--- src/rtl/spi_master_core.sv ---
// SPI initiator: one W-bit full-duplex word per start pulse, LSB first, clock idle low.
// The slave samples mosi on spi_clk rising edges; miso is captured on spi_clk falling edges.
module spi_master_core #(
  parameter int CLK_DIV = 4,
  parameter int W       = 8
) (
  input  logic         clk,
  input  logic         rst,
  input  logic         start,
  input  logic [W-1:0] tx_data,
  output logic [W-1:0] rx_data,
  output logic         busy,
  output logic         done,
  output logic         spi_clk,
  output logic         mosi,
  input  logic         miso,
  output logic         spi_ss
);

  localparam int BW = (W > 1) ? $clog2(W) : 1;
  localparam int DW = (CLK_DIV > 1) ? $clog2(CLK_DIV) : 1;
  localparam logic [BW-1:0] LAST_BIT = BW'(W - 1);
  localparam logic [DW-1:0] DIV_LAST = DW'(CLK_DIV - 1);

  typedef enum logic [2:0] {
    IDLE,
    SETUP,
    HIGH,
    LOW,
    HOLD,
    DONE
  } state_t;

  state_t         state_q, state_d;
  logic [DW-1:0]  div_q, div_d;
  logic [BW-1:0]  bit_q, bit_d;
  logic [W-1:0]   shift_tx_q, shift_tx_d;
  logic [W-1:0]   shift_rx_q, shift_rx_d;
  logic [W-1:0]   rx_data_q, rx_data_d;
  logic           mosi_q, mosi_d;
  logic           spi_clk_q, spi_clk_d;
  logic           spi_ss_q, spi_ss_d;
  logic           busy_q, busy_d;
  logic           done_q, done_d;
  logic           div_end;

  always_comb begin
    state_d    = state_q;
    bit_d      = bit_q;
    shift_tx_d = shift_tx_q;
    shift_rx_d = shift_rx_q;
    rx_data_d  = rx_data_q;
    mosi_d     = mosi_q;
    div_end    = (div_q == DIV_LAST);

    case (state_q)
      IDLE: begin
        if (start) begin
          state_d    = SETUP;
          shift_tx_d = tx_data;
          shift_rx_d = '0;
          bit_d      = '0;
          mosi_d     = tx_data[0];
        end
      end
      SETUP: begin
        if (div_end) state_d = HIGH;
      end
      HIGH: begin
        // Leaving HIGH is the falling edge: capture miso and present the next bit.
        if (div_end) begin
          state_d           = LOW;
          shift_rx_d[bit_q] = miso;
          if (bit_q != LAST_BIT) begin
            shift_tx_d = shift_tx_q >> 1;
            mosi_d     = shift_tx_q[1];
          end
        end
      end
      LOW: begin
        if (div_end) begin
          if (bit_q == LAST_BIT) begin
            state_d = HOLD;
          end else begin
            bit_d   = bit_q + 1'b1;
            state_d = HIGH;
          end
        end
      end
      HOLD: begin
        if (div_end) begin
          state_d   = DONE;
          rx_data_d = shift_rx_q;
          mosi_d    = 1'b0;
        end
      end
      DONE: begin
        state_d = IDLE;
      end
      default: begin
        state_d = IDLE;
      end
    endcase

    // The divider restarts whenever the state changes.
    if ((state_d != state_q) || div_end) begin
      div_d = '0;
    end else begin
      div_d = div_q + 1'b1;
    end

    spi_clk_d = (state_d == HIGH);
    spi_ss_d  = !((state_d == SETUP) || (state_d == HIGH) ||
                  (state_d == LOW)   || (state_d == HOLD));
    busy_d    = (state_d != IDLE);
    done_d    = (state_d == DONE);
  end

  always_ff @(posedge clk) begin
    if (rst) begin
      state_q    <= IDLE;
      div_q      <= '0;
      bit_q      <= '0;
      shift_tx_q <= '0;
      shift_rx_q <= '0;
      rx_data_q  <= '0;
      mosi_q     <= 1'b0;
      spi_clk_q  <= 1'b0;
      spi_ss_q   <= 1'b1;
      busy_q     <= 1'b0;
      done_q     <= 1'b0;
    end else begin
      state_q    <= state_d;
      div_q      <= div_d;
      bit_q      <= bit_d;
      shift_tx_q <= shift_tx_d;
      shift_rx_q <= shift_rx_d;
      rx_data_q  <= rx_data_d;
      mosi_q     <= mosi_d;
      spi_clk_q  <= spi_clk_d;
      spi_ss_q   <= spi_ss_d;
      busy_q     <= busy_d;
      done_q     <= done_d;
    end
  end

  assign rx_data = rx_data_q;
  assign busy    = busy_q;
  assign done    = done_q;
  assign spi_clk = spi_clk_q;
  assign mosi    = mosi_q;
  assign spi_ss  = spi_ss_q;

endmodule

--- config.mk ---
export PLATFORM = sky130hd
export DESIGN_NAME = spi_master_core
export DESIGN_NICKNAME = d
export VERILOG_FILES = /design/src/rtl/spi_master_core.sv
export SDC_FILE = /design/constraint.sdc
export NUM_CORES = 1
export LEC_CHECK = 0
export BUFFER_PORTS_ARGS = -buffer_cell sky130_fd_sc_hd__clkbuf_2
export CAP_MARGIN = 20
export CORE_ASPECT_RATIO = 0.9
export CORE_MARGIN = 2
export CORE_UTILIZATION = 23
export CTS_BUF_LIST = sky130_fd_sc_hd__clkbuf_8
export DETAILED_ROUTE_END_ITERATION = 16
export HOLD_SLACK_MARGIN = 0.12
export SYNTH_ARGS = -nofsm -noshare
export SYNTH_HDL_FRONTEND = slang
export SYNTH_SLANG_ARGS = --single-unit
export TNS_END_PERCENT = 100
--- constraint.sdc ---
create_clock -name clk -period 1.5 [get_ports clk]
set_input_delay 0.3 -clock clk [delete_from_list [all_inputs] [get_ports clk]]
set_output_delay 0.3 -clock clk [all_outputs]
set_load 0.05 [all_outputs]
==> run summary, run 1 <==
Max-cap violations: 0
Synth Warn #: 0
WP data required: 1.72 ns
Reg2reg start: bit_q[1]
Seq cells post-synth: 36
Core box area: 0.007076 sq mm
PD cells: 863.7 mW/mm^2
Clock sinks: 36
Worst Hold Endpoint: shift_tx_q[7]
Pint: 1.397 mW
Cell Rows: 29
Final WS setup: -0.08903 ns
Status: finished with violations
Minimum clock period: 1.589 ns
Switching portion of total power: 26.86%
Total grt overflow: 0
GPL Wtd Cong: 0.7868
Worst rel slew slack: 61.86%
R2r setup slk: -0.09 ns
Hold Fails Final Rpt: 0
Post-synth EDFFs: 0
Initial cell density of the core: 23.85%
CP max FO: 7
Setup TNS: -0.6989 ns
Clk Latency, worst-skew pair: 0.29 ns
Fmax: 0.6293 GHz
RSZ-0062 raised after global routing: yes
Sequential area share after synthesis: 42.70%
Fraction of power consumed by sequential logic: 52.8%
Area of the multi-input gates: 942.2 sq um
Drt wl/cell: 12.19 um
CP endpoint kind: flip-flop
WL met2: 1735 um
NumNets Final: 260
Metal-1 WL: 2138 um
Register area: 729.5 sq um
Reg2reg path depth: 7
Synth-to-layout area growth: 30.99%
Die Ht: 85.27 um
Share of total power in combinational logic: 10.8%
Hold WC Path Type: input port to flip-flop
Die area: 0.008041 sq mm
Synth Cell Area: 0.001688 sq mm
Most Frequent Cell on Critical Path: ha_4
Clock Pin Slew Worst Setup and Hold Paths: 0.07 ns
Vias in the first global route: 1404
Top FF cell, synth: dfxtp_1
Post-DRT Antenna Nets: 0
DR top layer: met4
Hold-critical path depth: 3
Mapped Cells: 201
Drt pass-1 iters: 4
DR vias: 1562
Violated checks: negative setup slack
Clock skew: 0.008030 ns
Starting DRT DRC Count: 74
Setup WS pre-CTS: -0.09456 ns
# H-tree levels: 2
CP arrival: 1.81 ns
P_sw: 0.5128 mW
Post-layout util: 31.25%
Tightest Pin Transition: 0.5714 ns
Initial antenna violation count: 0
DRC: 0
Tot Pwr: 1.909 mW
GR Util All Layers: 10.67%
Met3 wire len: 217 um
Commonest non-fill, non-tap cells in the layout: nand2_1, dfxtp_1, clkbuf_2, buf_4, a21oi_1
HP Start: tx_data[7]
Clock share of power: 36.4%
Period utilization: 105.9%
First-pass GRT wire length: 6713 um
Syn Area/Cell: 8.397 sq um
CTS tree: yes
Vias per inst: 4.608
Async set or reset register ratio after synthesis: 0%
Post-DP HPWL: 2902 um
Clk buf depth: 2
Chip Width: 94.30 um
Io pins: 25
CP max stage delay: 0.34 ns
Worst VDD drop: 377.3 uV
Drt total wl: 4132 um
CP Class: flip-flop to flip-flop
Root buffer cell: clkbuf_8
Commonest non-fill, non-tap cell in the layout: nand2_1
Largest net degree at the start of global routing: 18
Crit path cell chain: ha_4, ha_4, nand3b_1, a21oi_2, buf_6, o21ai_1, a31oi_1
Mapped Nets: 216
# setup viols final: 11
TritonCTS Buffers: 5
Static leakage: 0.8554 nW
Layout cells sized above 1: 32.93%
Fillers: 761
Crit-path slowest cell: dfxtp_2
Yosys cell types: 43
Max Slew Vio Count: 0
RR Endpoint: shift_tx_q[2]
Antenna diodes: 0
Crit path launch type: flip-flop
PortBufs: 24
==> critical path: cells and delay by family (launching register included) <==
kind,cells,cell delay (ns)
simple gates,1,0.24
compound gates,3,0.47
fa+ha+maj,2,0.31
flops,1,0.34
buf+inv,1,0.15
==> cells in the mapped netlist, types with 2 or more instances <==
cell | count | area share, %
nand2_1 | 38 | 8.5
dfxtp_1 | 36 | 43
a21oi_1 | 17 | 5.0
a31oi_1 | 10 | 3.7
nor2_1 | 9 | 2.0
o21ai_0 | 9 | 2.7
o21ai_1 | 9 | 2.7
buf_2 | 8 | 2.4
o211ai_1 | 7 | 3.1
inv_1 | 5 | 1.1
nand2b_1 | 5 | 1.9
clkbuf_1 | 3 | 0.67
ha_1 | 3 | 2.2
mux2i_1 | 3 | 1.8
nand3b_1 | 3 | 1.3
nor3_1 | 3 | 0.89
o21a_1 | 3 | 1.3
and3_1 | 2 | 0.74
buf_4 | 2 | 0.89
nor3b_1 | 2 | 0.89
nor4_1 | 2 | 0.74
==> metal layers <==
| metal | track usage [%] | vias up |
|---|---|---|
| li1 | - | 797 |
| met1 | 14.85 | 729 |
| met2 | 15.65 | 32 |
| met3 | 3.020 | 4 |
| met4 | 3.953 | 0 |
| met5 | 0 | - |
==> worst max path at each step <==
| stage | startpoint | endpoint | slack [ns] | depth (start not counted) |
|---|---|---|---|---|
| 3_5_place_dp | bit_q[0] | mosi | -0.09 | 6 |
| 5_1_grt | bit_q[1] | shift_tx_q[3] | -0.21 | 7 |
| 4_1_cts | bit_q[0] | mosi | -0.04 | 6 |
| 3_3_place_gp | bit_q[1] | mosi | -0.06 | 6 |
| 6_report | bit_q[1] | shift_tx_q[2] | -0.09 | 7 |
| 2_1_floorplan | bit_q[0] | mosi | 0.002 | 6 |
==> area by class of cell <==
cell class | instances | area share, %
inverter | 5 | 0.8489
clock buffer | 5 | 3.113
tap | 93 | 5.263
clock inverter | 3 | 0.8489
timing repair buffer | 50 | 14.32
sequential | 36 | 32.99
multi-input combinational | 147 | 42.61
==> state kept, by name, summed over array words and instances, names as in the netlist <==
signal / cells
div_q: 2
done: 1
state_q: 3
shift_tx_q: 7
shift_rx_q: 8
mosi: 1
spi_ss: 1
bit_q: 3
rx_data: 8
spi_clk: 1
busy: 1
==> stage by stage <==
step | cells | hold WS [ns] | area, sq um
3_5_place_dp | 329 | 0.4480 | 2043
5_1_grt | 339 | 0.2390 | 2211
4_1_cts | 338 | 0.2243 | 2171
3_3_place_gp | 329 | 0.4432 | 2043
2_1_floorplan | 201 | 0.4322 | 1697
6_report | 339 | 0.2317 | 2211
==> kinds of logic (layout without fill, tap and decap cells) <==
group           Yosys count  in the layout  share of synthesized area, %
simple gates             78             78                         25.28
mux                       3              3                         1.779
compound gates           63             63                         22.98
buf+inv                  18             63                         5.041
fa+ha+maj                 3              3                         2.224
flops                    36             36                         42.70
==> repair_timing <==
item / CTS / global route
hold buffers: 0 / 0
resized for setup: 9 / 11
pin swaps: 3 / 7
cloned: 0 / 1
setup buffers: 1 / 0
endpoints found under the hold margin: 0 / 0
setup endpoints to repair: 10 / 32
==> power by group through the flow <==
stage / combinational (mW) / clock, mW / sequential, mW
final: 0.207 / 0.695 / 1.01
after global routing: 0.229 / 0.755 / 1.01
after CTS: 0.197 / 0.704 / 1.00
after detailed placement: 0.194 / 0 / 1.03
after global placement: 0.191 / 0 / 1.03
after floorplan: 0.108 / 0 / 1.04
Power figures use the tool's default switching activity.
==> run 2: changes to the inputs <==
--- a/config.mk
+++ b/config.mk
@@ -7,7 +7,7 @@
 export LEC_CHECK = 0
 export BUFFER_PORTS_ARGS = -buffer_cell sky130_fd_sc_hd__clkbuf_2
 export CAP_MARGIN = 20
-export CORE_ASPECT_RATIO = 0.9
+export CORE_ASPECT_RATIO = 0.8
 export CORE_MARGIN = 2
 export CORE_UTILIZATION = 23
 export CTS_BUF_LIST = sky130_fd_sc_hd__clkbuf_8
==> run 2 against run 1 <==
The run still ends with negative setup slack left; count of clock-buffer cells in the layout did not move; largest cell class unchanged; worst setup slack lost 0.048 ns; critical path depth unchanged; sequential share of layout area is 0.84 points lower; core utilization grew 1.2 points; routed wire length increased by 1.4%; design area increased by 2.6%; flip-flop and latch count unchanged; sequential power hardly changed; worst hold slack better by 0.025 ns; total power up 8.7%; via count is 2.0% lower.
==> run summary, run 2 (synthesis results as in run 1) <==
Status: finished with violations
Violated checks: negative setup slack
Synth-to-layout area growth: 34.40%
Post-CTS Hold Fix Bufs: 0 (unchanged)
CP max FO: 3 (-4)
RSZ-0062 raised after global routing: yes
Layout cells sized above 1: 34.14% (+1.2 points)
Static leakage: 0.8768 nW (+2.5%)
Clk Latency, worst-skew pair: 0.29 ns (about the same)
Commonest non-fill, non-tap cells in the layout: nand2_1, dfxtp_1, buf_4
Vias per inst: 4.557 (-1.1%)
Cell Rows: 27 (-6.9%)
Clock sinks: 36 (unchanged)
Root buffer cell: clkbuf_8
# setup viols final: 11 (unchanged)
Area of the multi-input gates: 954.7 sq um (+1.3%)
Drt total wl: 4191 um (+1.4%)
Largest net degree at the start of global routing: 18 (unchanged)
Worst rel slew slack: 61.50% (-0.37 points)
Max Slew Vio Count: 0 (unchanged)
Final Non-Filler Cells: 336 (-0.88%)
GR Util All Layers: 11.24% (+0.57 points)
Worst VDD drop: 329.8 uV (-13%)
Post-DP HPWL: 2968 um (+2.3%)
Hold WC Path Type: input port to flip-flop
Final WS setup: -0.1373 ns (-0.04829 ns)
Core box area: 0.006993 sq mm (-1.2%)
Clock skew: 0.007818 ns (-0.0002121 ns)
Setup WS pre-CTS: -0.1231 ns (-0.02850 ns)
DRC: 0 (unchanged)
Setup TNS: -0.9153 ns (-0.2164 ns)
Chip Width: 99.78 um (+5.8%)
Commonest non-fill, non-tap cell in the layout: nand2_1
Drt pass-1 iters: 4 (unchanged)
NumNets Final: 263 (+1.2%)
# H-tree levels: 2 (unchanged)
CP endpoint kind: flip-flop
Minimum clock period: 1.637 ns (+0.04829 ns)
GPL Wtd Cong: 0.8031 (+2.1%)
Io pins: 25 (unchanged)
Clock Pin Slew Worst Setup and Hold Paths: 0.07 ns (about the same)
Cells after DPL: 323 (-1.8%)
Antenna diodes: 0 (unchanged)
Hold Fails Final Rpt: 0 (unchanged)
CTS tree: yes
CP Class: flip-flop to flip-flop
TritonCTS Buffers: 5 (unchanged)
Tightest Pin Transition: 0.5769 ns (+0.005518 ns)
CP arrival: 1.81 ns (about the same)
Fillers: 737 (-3.2%)
Initial antenna violation count: 0 (unchanged)
DR vias: 1531 (-2.0%)
WP data required: 1.67 ns (-0.05 ns)
Period utilization: 109.2% (+3.2 points)
Drt wl/cell: 12.47 um (+2.3%)
Initial cell density of the core: 24.14% (+0.28 points)
Vias in the first global route: 1460 (+4.0%)
Fmax: 0.6108 GHz (-2.9%)
First-pass GRT wire length: 7065 um (+5.2%)
Die area: 0.008044 sq mm (about the same)
Post-DRT Antenna Nets: 0 (unchanged)
Starting DRT DRC Count: 98 (+32%)
Crit path launch type: flip-flop
Max-cap violations: 0 (unchanged)
Register area: 729.5 sq um (unchanged)
Min Hold Slack: 0.2566 ns (+0.02490 ns)
PortBufs: 24 (unchanged)
PD cells: 914.9 mW/mm^2 (+5.9%)
DP Area: 0.002036 sq mm (-0.37%)
Design area: 0.002268 sq mm (+2.6%)
Die Ht: 80.62 um (-5.5%)
Total grt overflow: 0 (unchanged)
Clk buf depth: 2 (unchanged)
==> run 2: what timing repair did <==
action	in CTS	in global routing
cloned	1	0
pin swaps	2	4
setup buffers	1	3
setup endpoints to repair	19	32
resized for setup	9	13
==> run 2: critical path: stages (launching register included) <==
cell and delay [ns]:
dfxtp_4 0.36, ha_4 0.16, ha_4 0.15, nand3b_1 0.22, buf_4 0.20, nor3_4 0.16
mux2i_1 0.22, nor2_1 0.06
==> run 2: through the flow <==
step / utilization, % / total power [mW]
after detailed placement: 29.11 / 1.224
final: 32.44 / 2.075
after global routing: 32.44 / 2.167
after CTS: 31.33 / 2.082
after global placement: 29.11 / 1.220
after floorplan: - / 1.148
==> run 2: final cells by class <==
class / count / area share [%]
multi-input combinational: 147 / 42.08
sequential: 36 / 32.16
timing repair buffer: 53 / 15.22
tap: 87 / 4.799
clock buffer: 5 / 3.034
clock inverter: 3 / 1.875
inverter: 5 / 0.8274
==> run 2: per-layer routing <==
metal | vias up | routed length, um | global-route usage (%)
met5 | - | 0 | 0
met4 | 0 | 19 | 2.877
met3 | 2 | 200 | 3.307
met2 | 26 | 1763 | 16.62
met1 | 697 | 2207 | 15.90
li1 | 806 | - | -
==> run 2: worst paths after layout <==
| check | startpoint | endpoint | slack (ns) | cells after the start |
|---|---|---|---|---|
| min reg2reg | shift_rx_q[6] | rx_data[6] | 0.45 | 2 |
| max | bit_q[0] | bit_q[1] | -0.14 | 7 |
| max reg2reg | bit_q[0] | bit_q[1] | -0.14 | 7 |
| min | tx_data[2] | shift_tx_q[2] | 0.26 | 3 |
==> run 2: where the power goes <==
group          switching [mW]  internal [mW]  leakage, nW
logic                   0.124          0.100        0.527
registers              0.0223          0.983        0.296
clock network           0.354          0.492       0.0541
